<file path="src/rtl/weights_addr_sequencer.sv">
// Weight-ROM address sequencer: one pass of addresses 0..NB_WEIGHTS-1 per neuron, framed by sow/eow.
// Optional feature macro WSEQ_FLAT_ADDR_EN: flat addressing n*NB_WEIGHTS + w across all neurons.
module weights_addr_sequencer #(
  parameter int NB_WEIGHTS   = 784,
  parameter int NB_NEURONS   = 16,
`ifdef WSEQ_FLAT_ADDR_EN
  parameter int ADDR_WIDTH   = (NB_WEIGHTS * NB_NEURONS > 1) ? $clog2(NB_WEIGHTS * NB_NEURONS) : 1,
`else
  parameter int ADDR_WIDTH   = (NB_WEIGHTS > 1) ? $clog2(NB_WEIGHTS) : 1,
`endif
  parameter int NEURON_WIDTH = (NB_NEURONS > 1) ? $clog2(NB_NEURONS) : 1
) (
  input  logic                    clk,
  input  logic                    rst_n,
  input  logic                    start_i,
  output logic                    busy_o,
  output logic                    done_o,
  input  logic                    rtr_i,
  output logic                    rts_o,
  output logic                    sow_o,
  output logic                    eow_o,
  output logic [ADDR_WIDTH-1:0]   address_o,
  output logic [NEURON_WIDTH-1:0] neuron_o
);

  localparam int W_WIDTH = (NB_WEIGHTS > 1) ? $clog2(NB_WEIGHTS) : 1;

  localparam logic [W_WIDTH-1:0]      W_LAST = W_WIDTH'(NB_WEIGHTS - 1);
  localparam logic [NEURON_WIDTH-1:0] N_LAST = NEURON_WIDTH'(NB_NEURONS - 1);

  // Handshake: a beat transfers on a rising edge where rts_o & rtr_i; while rts_o is
  // high and rtr_i low, every output holds its value.
  typedef enum logic {IDLE, RUN} state_t;

  state_t                  state_q, state_d;
  logic [W_WIDTH-1:0]      w_q, w_d;
  logic [NEURON_WIDTH-1:0] n_q, n_d;
  logic                    done_q, done_d;
  logic                    w_last, n_last;

`ifdef WSEQ_FLAT_ADDR_EN
  localparam logic [ADDR_WIDTH-1:0] BASE_STEP = ADDR_WIDTH'(NB_WEIGHTS);

  // base_q holds n*NB_WEIGHTS; addr_q tracks base_q + w_q without an adder on the output.
  logic [ADDR_WIDTH-1:0] base_q, base_d;
  logic [ADDR_WIDTH-1:0] addr_q, addr_d;
`endif

  assign w_last = (w_q == W_LAST);
  assign n_last = (n_q == N_LAST);

  always_ff @(posedge clk or negedge rst_n) begin
    if (!rst_n) begin
      state_q <= IDLE;
      w_q     <= '0;
      n_q     <= '0;
      done_q  <= 1'b0;
`ifdef WSEQ_FLAT_ADDR_EN
      base_q  <= '0;
      addr_q  <= '0;
`endif
    end else begin
      state_q <= state_d;
      w_q     <= w_d;
      n_q     <= n_d;
      done_q  <= done_d;
`ifdef WSEQ_FLAT_ADDR_EN
      base_q  <= base_d;
      addr_q  <= addr_d;
`endif
    end
  end

  always_comb begin
    state_d = state_q;
    w_d     = w_q;
    n_d     = n_q;
    done_d  = 1'b0;
`ifdef WSEQ_FLAT_ADDR_EN
    base_d  = base_q;
    addr_d  = addr_q;
`endif
    case (state_q)
      IDLE: begin
        if (start_i) begin
          state_d = RUN;
          w_d     = '0;
          n_d     = '0;
`ifdef WSEQ_FLAT_ADDR_EN
          base_d  = '0;
          addr_d  = '0;
`endif
        end
      end
      RUN: begin
        if (rtr_i) begin
          if (!w_last) begin
            w_d = w_q + W_WIDTH'(1);
`ifdef WSEQ_FLAT_ADDR_EN
            addr_d = addr_q + ADDR_WIDTH'(1);
`endif
          end else begin
            w_d = '0;
            if (!n_last) begin
              n_d = n_q + NEURON_WIDTH'(1);
`ifdef WSEQ_FLAT_ADDR_EN
              base_d = base_q + BASE_STEP;
              addr_d = base_q + BASE_STEP;
`endif
            end else begin
              // Final beat of the sweep: counters return to their idle values.
              state_d = IDLE;
              n_d     = '0;
              done_d  = 1'b1;
`ifdef WSEQ_FLAT_ADDR_EN
              base_d  = '0;
              addr_d  = '0;
`endif
            end
          end
        end
      end
      default: state_d = IDLE;
    endcase
  end

  assign rts_o    = (state_q == RUN);
  assign busy_o   = (state_q == RUN);
  assign done_o   = done_q;
  assign sow_o    = (state_q == RUN) && (w_q == '0);
  assign eow_o    = (state_q == RUN) && w_last;
  assign neuron_o = n_q;
`ifdef WSEQ_FLAT_ADDR_EN
  assign address_o = addr_q;
`else
  assign address_o = ADDR_WIDTH'(w_q);
`endif

endmodule

</file>
<file path="config.mk">
export PLATFORM = sky130hd
export DESIGN_NAME = weights_addr_sequencer
export DESIGN_NICKNAME = d
export VERILOG_FILES = /design/src/rtl/weights_addr_sequencer.sv
export SDC_FILE = /design/constraint.sdc
export NUM_CORES = 1
export LEC_CHECK = 0
export ABC_CLOCK_PERIOD_IN_PS = 2300
export BUFFER_PORTS_ARGS = -buffer_cell sky130_fd_sc_hd__buf_2
export CORE_MARGIN = 1
export CORE_UTILIZATION = 50
export CTS_BUF_LIST = sky130_fd_sc_hd__clkbuf_4
export DETAILED_ROUTE_END_ITERATION = 10
export PLACE_DENSITY = 0.76
export SLEW_MARGIN = 20
export SYNTH_ARGS = -nofsm -noshare
export SYNTH_HDL_FRONTEND = slang
export SYNTH_SLANG_ARGS = --single-unit
</file>
<file path="constraint.sdc">
create_clock -name clk -period 2.3 [get_ports clk]
set_clock_uncertainty 0.1 [all_clocks]
set_input_delay 0.115 -clock clk [delete_from_list [all_inputs] [get_ports clk]]
set_output_delay 0.115 -clock clk [all_outputs]
set_load 0.02 [all_outputs]
</file>
[Word level (Yosys, flattened, before mapping)]
Index checks and enable logic that the tools add are counted.
Operators by class
  eq/ne operators: 5
  add/subtract/negate cells: 2
  bitwise gates (word level): 1
  reduce and logical (&&, ||, !) cells: 5
  multiplexer cells: 18
Operator list (number)
  10-bit 2-to-1 mux: 3
  10-bit one-hot mux with 2 select lines: 1
  4-bit 2-to-1 mux: 4
  10-bit by 1-bit adder with 10-bit output (second input constant): 1
  10-bit == test (second input constant): 1
  10-bit logical NOT: 1
  1-bit 2-to-1 mux: 8
  4-bit one-hot mux with 2 select lines: 1
  4-bit by 1-bit adder with 4-bit output (second input constant): 1
  4-bit == test (second input constant): 1
  2-bit != test (second input constant): 2
  3-bit AND reduction: 1
  1-bit logical AND: 2
  2-bit by 1-bit != test with 1-bit output (second input constant): 1
  1-bit one-hot mux with 2 select lines: 1
  2-bit AND reduction: 1
  1-bit inverter: 1
Storage, ports and cells
  flip-flop bits (word level): 16
  output and inout bits: 19
  input port bits: 4

[Depth between registers and ports, before layout]
  depth after elaboration: 5
  mapped depth: 6
  mapped depth without buffers: 5

[Worst setup path after synthesis]
No wires, ideal clock.
  path kind: reg-to-output
  from: reg state_q, in the netlist busy_o
  to: out sow_o
  path slack: 0.094 ns
  stages on the path, launching flop included: 5
  arrival time: 1.991 ns
  path through: dfrtp_1 -> buf_6 -> inv_1 -> or4b_2 -> nor4_1
On the way
  cells in the longest elaborated chain, start to end: 1
RTL lines
  start: declaration: RTL line 35  | state_t state_q, state_d;
  start signal: assignment: RTL line 63  | state_q <= state_d;
  1-bit logical AND: RTL line 130  | assign sow_o = (state_q == RUN) && (w_q == '0);
  end: declaration: RTL line 20  | output logic sow_o,
Every way passes these cells.

[Final worst setup path]
  from: reg w_q[5], in the netlist address_o[5]
  to: out eow_o
On the way
  cells in the longest elaborated chain, start to end: 2
RTL lines
  start: declaration: RTL line 36  | logic [W_WIDTH-1:0] w_q, w_d;
  start signal: assignment: RTL line 64  | w_q <= w_d;
  10-bit == test: RTL line 49  | assign w_last = (w_q == W_LAST);
  1-bit logical AND: RTL line 131  | assign eow_o = (state_q == RUN) && w_last;
  end: declaration: RTL line 21  | output logic eow_o,
Every way passes these cells.

==> impl_metrics.tcl <==
set metrics [dict create \
    dr.first_iter.drc_count 26 \
    dpl_worst_slack_ps 120.4 \
    drc 0 \
    syn_inst 101 \
    placed_cells 148 \
    switchingPower_mw 0.3286 \
    synth_top_area_cell "dfrtp_1" \
    fp.dieW_um 45.32 \
    slew_headroom_pct 55.84 \
    cts.sinks 16 \
    power_leakage_nw 0.5702 \
    final_hold_viol_count 0 \
    cp_slowest_stage_delay_ps 550 \
    clockPowerShare_pct 17.3 \
    r2r_cells 4 \
    dr.pass1.iters 4 \
    drtAntennaViolNets 0 \
    ff_latch_area_um2 401.6 \
    min_from "rtr_i" \
    fin_tns_setup_ps 0 \
    fmax_mhz 451.2 \
    start_kind "flop" \
    post-route-period-util_pct 96.35 \
    multi_input_area_um2 479.2 \
    powerDensity_nw_per_um2 747.8 \
    portBuffers 22 \
    vdd_drop_max_mv 0.4901 \
    min_to "address_o[0]" \
    synth_cell_types 34 \
    fin_total_pwr_mw 0.8384 \
    grt_pass1_wl_um 3387 \
    clock_latency_ps 290 \
    synth_most_common_cell "dfrtp_1" \
    drv_slew 0 \
    timing.rr.start "address_o[5]" \
    worst_path_max_delay_cell "or4_4" \
    dp_hpwl_um 1511 \
    wl_um 2068 \
    numCtsBuffers 3 \
    yosys-top-cells-count "dfrtp_1 (16), nor2_1 (11), inv_1 (9), nand2_1 (9)" \
    wl_per_cell_um 13.52 \
    outcome "complete, no violations" \
    synthTopCellsByArea "dfrtp_1 (43%), nor2_1 (4.4%), ha_1 (4.0%), xnor2_1 (3.7%), inv_1 (3.6%)" \
    clk_pin_slew_ps 90 \
    gp_congestion 0.8674 \
    die_area_um2 2054 \
    switching_share_pct 39.20 \
    combinationalPowerShare_pct 35.0 \
    crit_path_end_kind "output port" \
    synth_top_area_share_pct 42.67 \
    yosysWarnings 0 \
    drv_cap 0 \
    gr-total-overflow 0 \
    cts-root-buf "clkbuf_4" \
    required_ps 2090 \
    viasPerCell 5.510 \
    initial_utilization_pct 53.76 \
    grt_usage_pct 23.30 \
    hold_class "primary input to flop" \
    p_int_mw 0.5098 \
    nets 137 \
    first_global_vias 782 \
    r2r_slack_ps 220 \
    syn_area_um2 938.4 \
    grt_max_degree 17 \
    die_h_um 45.32 \
    synth_top_flop_cell "dfrtp_1" \
    htreeDepth 1 \
    hold_path_depth 3 \
    syn_nets 108 \
    finalCriticalPeriod_ps 2216 \
    antenna_found_initial 0 \
    ys_ff_latch 16 \
    rsz0062_at_grt "no" \
    num_rows 15 \
    cts_setup_buffers 0 \
    worst_pin_slew_ps 644.0 \
    crit_arrival_ps 2000 \
    synth-edff-count 0 \
    coreArea_um2 1745 \
    fillers 159 \
    yosysSeqAreaShare_pct 42.67 \
    worstReg2RegEnd "neuron_o[3]" \
    pin_count 23 \
    hold_slack_ps 82.98 \
    crit_type "flop to output port" \
    cts_tree "yes" \
    num_vias 843 \
    final-setup-viol-count 0 \
    area_growth_pct 19.47 \
    n_antenna_cell 0 \
    clk_path_buf_depth 2 \
    final_cells 153 \
    synthArstFlopShare_pct 100.0 \
    cp_max_fo 10 \
    setup_ws_ps 83.89 \
    crit_chain "or4_4 > or3_4 > nor2_1 > buf_2" \
    drive_above_1_share_pct 27.34 \
    synth_area_per_cell_um2 9.291 \
    power_frac_seq_pct 47.7 \
]
## stage by stage
stage | util [%] | cell area (µm²)
after floorplan | - | 938.4
after global placement | 61.43 | 1072
after detailed placement | 61.43 | 1072
after CTS | 64.16 | 1120
after global routing | 64.23 | 1121
final | 64.23 | 1121
## logic make-up (layout without fill, tap and decap cells)
logic type	count (synthesis)	in the layout	share of synthesized area, %
xor+xnor	5	5	4.666
compound gates	19	19	16.14
flops	16	16	42.67
simple gates	45	45	24.67
mux	1	1	1.067
fa+ha+maj	3	3	4.000
buf+inv	12	39	6.800
## worst max-delay path by stage
stage	startpoint	end	slack, ps	depth (start not counted)
after global routing	address_o[5]	eow_o	20	4
after CTS	address_o[5]	eow_o	30	4
after global placement	address_o[5]	busy_o	200	4
after detailed placement	address_o[5]	neuron_o[3]	120	4
after floorplan	busy_o	sow_o	90	4
final	address_o[5]	eow_o	80	4
## placed cells by master, fill, tap and decap left out, types with 2 or more instances in the layout
| cell type | count |
|---|---|
| a21oi_1 | 2 |
| buf_2 | 22 |
| buf_4 | 3 |
| clkbuf_4 | 3 |
| dfrtp_1 | 15 |
| dlygate4sd3_1 | 2 |
| ha_1 | 3 |
| inv_1 | 9 |
| nand2_1 | 9 |
| nand3_1 | 6 |
| nand4_1 | 2 |
| nor2_1 | 11 |
| nor3_1 | 6 |
| nor4_1 | 2 |
| o21ai_0 | 6 |
| or3_1 | 2 |
| xnor2_1 | 4 |
## critical path: cells and delay by family (launching register included)
kind / cells / cell delay, ps
buffers and inverters: 1 / 180
DFF: 1 / 450
and+or+nand+nor: 3 / 1090
## final cells by class
| type | instances | share of cell area, % |
|---|---|---|
| multi-input combinational | 73 | 42.75 |
| sequential | 16 | 35.83 |
| timing repair buffer | 27 | 13.62 |
| inverter | 9 | 3.013 |
| tap | 25 | 2.790 |
| clock buffer | 3 | 2.009 |
## sequential cells by signal (all words and copies together), names as in the netlist
| name | flops |
|---|---|
| address_o | 10 |
| neuron_o | 4 |
| busy_o | 1 |
| done_o | 1 |
## per-layer routing
metal  vias up  GRT usage (%)  share of wire, %
met4         0          10.91               2.0
li1        416              -                 -
met5         -              0                 0
met1       398          32.23                48
met2        24          35.65                47
met3         5          3.600               3.5
## power by group through the flow
stage / clock network, mW / logic [mW] / registers (mW)
global route: 0.155 / 0.326 / 0.410
detailed placement: 0 / 0.291 / 0.401
global placement: 0 / 0.283 / 0.394
floorplan: 0 / 0.126 / 0.456
finish: 0.145 / 0.293 / 0.400
CTS: 0.148 / 0.296 / 0.397
## what timing repair did
action	in CTS	in global routing
gates resized for setup	1	1
hold endpoints to repair	17	0
hold buffers	2	0
endpoints found under the setup margin	1	1
pin swaps	0	1
Note: power is estimated with default switching activity, not from simulation.
